`src/rtl/hazard_unit_if.sv`:
```
// Pipeline control types and the hazard/latch-control interface.
// Carries hazard inputs from the datapath and latch commands back to it.
package cpu_types_pkg;
    typedef logic [31:0] word_t;
    typedef logic [4:0]  regbits_t;
    typedef enum logic [1:0] {
        NORMAL = 2'd0,
        STALL  = 2'd1,
        FLUSH  = 2'd2
    } pipe_state_t;
endpackage

interface hazard_if;
    import cpu_types_pkg::*;

    logic        ihit;
    logic        dhit;
    logic        dREN_mem;
    logic        dWEN_mem;
    logic        dREN_ex;
    regbits_t    regWSEL_ex;
    regbits_t    rs_dec;
    regbits_t    rt_dec;
    logic        uses_rt_dec;
    logic        redirect_mem;
    logic        halt_mem;
    logic        halt_wb;
    pipe_state_t fd_state;
    pipe_state_t de_state;
    pipe_state_t em_state;
    pipe_state_t mw_state;
    logic        pc_en;
    logic        halted;
    word_t       stall_cycles;

    modport master (
        input  ihit, dhit, dREN_mem, dWEN_mem,
        input  dREN_ex, regWSEL_ex, rs_dec, rt_dec,
        input  uses_rt_dec, redirect_mem,
        input  halt_mem, halt_wb,
        output fd_state, de_state, em_state, mw_state,
        output pc_en, halted, stall_cycles
    );

    modport slave (
        output ihit, dhit, dREN_mem, dWEN_mem,
        output dREN_ex, regWSEL_ex, rs_dec, rt_dec,
        output uses_rt_dec, redirect_mem,
        output halt_mem, halt_wb,
        input  fd_state, de_state, em_state, mw_state,
        input  pc_en, halted, stall_cycles
    );
endinterface

```
`src/rtl/hazard_unit.sv`:
```
// Pipeline hazard unit: per-cycle latch commands, PC enable, init/halt FSM.
// Define HAZARD_PERF_EN to build the saturating stall-cycle counter.
module hazard_unit
    import cpu_types_pkg::*;
(
    input  logic     CLK,
    input  logic     nRST,
    hazard_if.master h
);

    typedef enum logic [1:0] {
        INIT   = 2'd0,
        RUN    = 2'd1,
        DRAIN  = 2'd2,
        HALTED = 2'd3
    } fsm_t;

    fsm_t state;
    fsm_t nxt;

    logic memWait;
    logic loadUse;
    logic [5:0] rule;

    assign memWait = (h.dREN_mem | h.dWEN_mem) & ~h.dhit;

    // $0 is hardwired, so a load targeting it never creates a dependency
    assign loadUse = h.dREN_ex
        && (h.regWSEL_ex != '0)
        && ((h.regWSEL_ex == h.rs_dec)
            || (h.uses_rt_dec
                && (h.regWSEL_ex == h.rt_dec)));

    // Priority-resolved to one-hot so the decoder below stays unique
    always_comb begin
        rule = '0;
        if (memWait)
            rule[0] = 1'b1;
        else if (h.halt_mem)
            rule[1] = 1'b1;
        else if (h.redirect_mem)
            rule[2] = 1'b1;
        else if (loadUse)
            rule[3] = 1'b1;
        else if (!h.ihit)
            rule[4] = 1'b1;
        else
            rule[5] = 1'b1;
    end

    always_ff @(posedge CLK) begin
        if (!nRST)
            state <= INIT;
        else
            state <= nxt;
    end

    always_comb begin
        nxt        = state;
        h.fd_state = NORMAL;
        h.de_state = NORMAL;
        h.em_state = NORMAL;
        h.mw_state = NORMAL;
        h.pc_en    = 1'b0;
        h.halted   = 1'b0;
        unique case (state)
            INIT: begin
                h.fd_state = FLUSH;
                h.de_state = FLUSH;
                h.em_state = FLUSH;
                h.mw_state = FLUSH;
                nxt        = RUN;
            end
            RUN: begin
                unique case (1'b1)
                    rule[0]: begin
                        h.fd_state = STALL;
                        h.de_state = STALL;
                        h.em_state = STALL;
                        h.mw_state = FLUSH;
                    end
                    rule[1]: begin
                        h.fd_state = FLUSH;
                        h.de_state = FLUSH;
                        h.em_state = FLUSH;
                        nxt        = DRAIN;
                    end
                    rule[2]: begin
                        h.fd_state = FLUSH;
                        h.de_state = FLUSH;
                        h.em_state = FLUSH;
                        h.pc_en    = 1'b1;
                    end
                    rule[3]: begin
                        h.fd_state = STALL;
                        h.de_state = FLUSH;
                    end
                    rule[4]: begin
                        h.fd_state = FLUSH;
                    end
                    rule[5]: begin
                        h.pc_en = 1'b1;
                    end
                    default: ;
                endcase
            end
            DRAIN: begin
                h.fd_state = FLUSH;
                h.de_state = FLUSH;
                h.em_state = FLUSH;
                if (h.halt_wb)
                    nxt = HALTED;
            end
            HALTED: begin
                h.fd_state = STALL;
                h.de_state = STALL;
                h.em_state = STALL;
                h.mw_state = STALL;
                h.halted   = 1'b1;
            end
            default: ;
        endcase
    end

`ifdef HAZARD_PERF_EN
    word_t cnt;
    logic  stallInc;

    // Halt entry is not a hazard stall, so rule 1 (index) is excluded
    assign stallInc = (state == RUN)
        && !h.pc_en && !rule[1];

    always_ff @(posedge CLK) begin
        if (!nRST)
            cnt <= '0;
        else if (stallInc && (cnt != 32'hFFFF_FFFF))
            cnt <= cnt + 32'd1;
    end

    assign h.stall_cycles = cnt;
`else
    assign h.stall_cycles = '0;
`endif

endmodule

```
`src/flat_wrapper.sv`:
```
// flat-port wrapper written by rule: the top's interface ports become plain ports
module hazard_unit_flat import cpu_types_pkg::*;
  (CLK, nRST, h_ihit, h_dhit, h_dREN_mem, h_dWEN_mem, h_dREN_ex, h_regWSEL_ex, h_rs_dec, h_rt_dec, h_uses_rt_dec, h_redirect_mem, h_halt_mem, h_halt_wb, h_fd_state, h_de_state, h_em_state, h_mw_state, h_pc_en, h_halted, h_stall_cycles);
  hazard_if h_i ();
  input  logic CLK;
  input  logic nRST;
  input wire logic [$bits(h_i.ihit)-1:0] h_ihit;
  input wire logic [$bits(h_i.dhit)-1:0] h_dhit;
  input wire logic [$bits(h_i.dREN_mem)-1:0] h_dREN_mem;
  input wire logic [$bits(h_i.dWEN_mem)-1:0] h_dWEN_mem;
  input wire logic [$bits(h_i.dREN_ex)-1:0] h_dREN_ex;
  input wire logic [$bits(h_i.regWSEL_ex)-1:0] h_regWSEL_ex;
  input wire logic [$bits(h_i.rs_dec)-1:0] h_rs_dec;
  input wire logic [$bits(h_i.rt_dec)-1:0] h_rt_dec;
  input wire logic [$bits(h_i.uses_rt_dec)-1:0] h_uses_rt_dec;
  input wire logic [$bits(h_i.redirect_mem)-1:0] h_redirect_mem;
  input wire logic [$bits(h_i.halt_mem)-1:0] h_halt_mem;
  input wire logic [$bits(h_i.halt_wb)-1:0] h_halt_wb;
  output wire logic [$bits(h_i.fd_state)-1:0] h_fd_state;
  output wire logic [$bits(h_i.de_state)-1:0] h_de_state;
  output wire logic [$bits(h_i.em_state)-1:0] h_em_state;
  output wire logic [$bits(h_i.mw_state)-1:0] h_mw_state;
  output wire logic [$bits(h_i.pc_en)-1:0] h_pc_en;
  output wire logic [$bits(h_i.halted)-1:0] h_halted;
  output wire logic [$bits(h_i.stall_cycles)-1:0] h_stall_cycles;
  assign h_i.ihit = h_ihit;
  assign h_i.dhit = h_dhit;
  assign h_i.dREN_mem = h_dREN_mem;
  assign h_i.dWEN_mem = h_dWEN_mem;
  assign h_i.dREN_ex = h_dREN_ex;
  assign h_i.regWSEL_ex = h_regWSEL_ex;
  assign h_i.rs_dec = h_rs_dec;
  assign h_i.rt_dec = h_rt_dec;
  assign h_i.uses_rt_dec = h_uses_rt_dec;
  assign h_i.redirect_mem = h_redirect_mem;
  assign h_i.halt_mem = h_halt_mem;
  assign h_i.halt_wb = h_halt_wb;
  assign h_fd_state = h_i.fd_state;
  assign h_de_state = h_i.de_state;
  assign h_em_state = h_i.em_state;
  assign h_mw_state = h_i.mw_state;
  assign h_pc_en = h_i.pc_en;
  assign h_halted = h_i.halted;
  assign h_stall_cycles = h_i.stall_cycles;
  hazard_unit u_core (.CLK(CLK), .nRST(nRST), .h(h_i));
endmodule
```
`config.mk`:
```
export PLATFORM = sky130hd
export DESIGN_NAME = hazard_unit_flat
export DESIGN_NICKNAME = d
export VERILOG_FILES = /design/src/rtl/hazard_unit_if.sv /design/src/rtl/hazard_unit.sv /design/src/flat_wrapper.sv
export SDC_FILE = /design/constraint.sdc
export NUM_CORES = 1
export LEC_CHECK = 0
export ABC_AREA = 1
export CORE_MARGIN = 3
export CORE_UTILIZATION = 33
export CTS_CLUSTER_DIAMETER = 80
export DETAILED_ROUTE_END_ITERATION = 10
export PLACE_DENSITY = 0.86
export SYNTH_ARGS = -nofsm -noshare
export SYNTH_HDL_FRONTEND = slang
export SYNTH_SLANG_ARGS = --single-unit
```
`constraint.sdc`:
```
create_clock -name CLK -period 3.6 [get_ports CLK]
set_input_delay 0.72 -clock CLK [delete_from_list [all_inputs] [get_ports CLK]]
set_output_delay 0.72 -clock CLK [all_outputs]
set_load 0.02 [all_outputs]
```
==> results by group <==
Run status
  – Status: completed

Clock network
  – Htree depth: 1
  – CTS Buffer Depth: 2
  – Root Buffer: clkbuf_4
  – CTS tree: done
  – Num CTS Buffers: 3
  – Post-CTS sizing: 0
  – Clock transition at path regs: 30 ps
  – Clk_lat worst skew: 230 ps
  – Clock sinks: 2
  – # hold bufs at CTS: 0
  – Setup bufs post-CTS: 0

Worst setup path
  – Reg2reg setup slack: 2170 ps
  – Critical Path Start Type: primary input
  – Required time of the critical path: 2880 ps
  – Worst Path Arrival: 2500 ps
  – CP Class: in2out
  – CP max FO: 4
  – CP Capture Type: output port

Job
  – Number of max-cap violations: 0

Cells and area
  – Finished Cell Area: 0.00101 mm^2
  – Nets: 197
  – Layout cells sized above 1: 0.0727
  – Largest regs: u_core.state: 2 flops
  – Final Util: 0.495
  – Fillcell total: 219
  – # diodes: 0
  – Layout Cells excl Fill: 192
  – Area Growth Syn to Fin: 36.0%
  – Largest Register: u_core.state
  – Largest register FFs: 2

STA
  – # setup viols final: 0
  – WHS: 512 ps
  – RSZ-0062 raised after global routing: no
  – Period utilisation layout: 0.893
  – Fin. Hold Viols: 0
  – Clk_skew: 6.18 ps
  – TNS Setup: 0 ps
  – Worst Slack Setup Final: 384 ps
  – Peak Freq: 311 MHz
  – Final Critical Period: 3220 ps
  – Fin. max-slew vios: 0

Floorplanning
  – Die height: 53.5 um
  – Rows: 16
  – Core area: 0.00204 mm^2
  – Die width: 53.5 um
  – Starting Density: 0.364
  – Ports: 68
  – DIE AREA: 0.00286 mm^2

Detailed routing
  – Iteration-0 DRC Markers: 12
  – Met2 WL: 872 um
  – DRC Markers: 0
  – Final WL: 1560 um
  – Post-route ant nets: 0
  – Total iterations of the first detailed-routing run: 3
  – Top Metal Used: met3
  – Wire length on met1: 542 um
  – Average wire per standard cell: 8.13 um
  – Post-DR vias/cell: 3.76
  – Metal3 WL: 145 um
  – Vias: 722

Power and ir drop
  – Pwr per Cell Area: 480 mW/mm^2
  – Leak: 0.559 nW
  – Pwr Total: 0.485 mW
  – Peak supply drop: 0.406 mV

Placed design
  – Hpwl dp: 1410 um
  – Post-place setup slack: 369 ps
  – Placed cells: 189
  – Port bufs: 35
  – Cell Area, Placed: 988 um^2
  – Placer Congestion: 0.731

Synth
  – Largest area contributor in the netlist: buf_4
  – Synthesized cell area: 743 um^2
  – Cell count after synthesis: 130
  – Cell variety after synth: 22
  – Synth top area cells: buf_4 34%, nand2_1 18%, inv_1 8.6%
  – Sequential fraction of the synthesis area: 0.0539
  – Synth Warn #: 0
  – Syn Area/Cell: 5.72 um^2
  – Yosys top cell area share: 0.343
  – Synth Register Bits: 2

Global routing
  – All-Layer GR Usage: 0.103
  – First-pass GRT wire length: 2190 um
  – Largest net degree at the start of global routing: 6
  – Initial antenna violation count: 0
  – Total grt overflow: 0
  – Vias in the first global route: 577

Hold path
  – Worst min path class: reg2reg
cell families after synthesis:
| logic type | after synthesis | synth area share |
|---|---|---|
| AOI/OAI and AO/OA | 11 | 0.0993 |
| xor gates and xnor gates | 1 | 0.0118 |
| adders and majority gates | 4 | 0.0673 |
| buffers and inverters | 55 | 0.449 |
| DFF | 2 | 0.0539 |
| other | 1 | 0.00505 |
| and+or+nand+nor | 56 | 0.313 |
where the power goes:
group | switching [mW] | internal [mW]
combinational | 0.218 | 0.173
sequential | 0.00964 | 0.0325
clock | 0.0150 | 0.0370
path summary, 6_finish.rpt:
kind | from | endpoint | cells past startpoint
worst max-delay path | h_regWSEL_ex[4] | h_de_state[1] | 10
worst min-delay path | u_core.state[0]$_SDFFE_PN0P_ | u_core.state[0]$_SDFFE_PN0P_ | 2
worst max register to register | u_core.state[0]$_SDFFE_PN0P_ | u_core.state[0]$_SDFFE_PN0P_ | 8
worst min register to register | u_core.state[0]$_SDFFE_PN0P_ | u_core.state[0]$_SDFFE_PN0P_ | 2
cell usage in the layout, fill, tap and decap left out, types with 2 or more instances in the layout:
cell,n
nand2_1,35
a21oi_1,2
ha_1,4
nor2_1,13
clkdlybuf4s50_1,35
inv_1,17
dfxtp_1,2
clkbuf_4,3
nand2_2,2
inv_2,4
o21ai_0,4
conb_1,32
nand3_1,2
per-layer routing:
metal / GRT usage / vias to the layer above
li1: - / 395
met1: 0.103 / 298
met2: 0.202 / 29
met3: 0.0197 / 0
met4: 0.0383 / 0
met5: 0 / -
worst max-delay path, cell delays in order:
cell	delay, ps
clkdlybuf4s50_1	540
inv_2	50
nand2_1	50
nand2_1	50
nor2_1	100
nand3_1	90
nand2_2	90
nand2_1	60
o21bai_1	120
clkdlybuf4s50_1	620
synthesized netlist by cell type, drive strengths merged:
library cell / instances
nand2: 37
dfxtp: 2
ha: 4
o21ai: 5
a21boi: 1
nand4: 1
o211ai: 1
nor3b: 1
conb: 1
buf: 34
o21bai: 2
or2: 1
inv: 21
nor2: 13
nand3: 3
xnor2: 1
a21oi: 2
layout make-up:
cell class	count	area (um^2)	share of cell area
flip-flops and latches	2	40.0	0.0396
multi-input cells	104	485	0.480
repair buffers	35	350	0.347
clock buffers	3	22.5	0.0223
inverters	21	78.8	0.0780
well taps	27	33.8	0.0334
(Power assumes the default switching activity.)
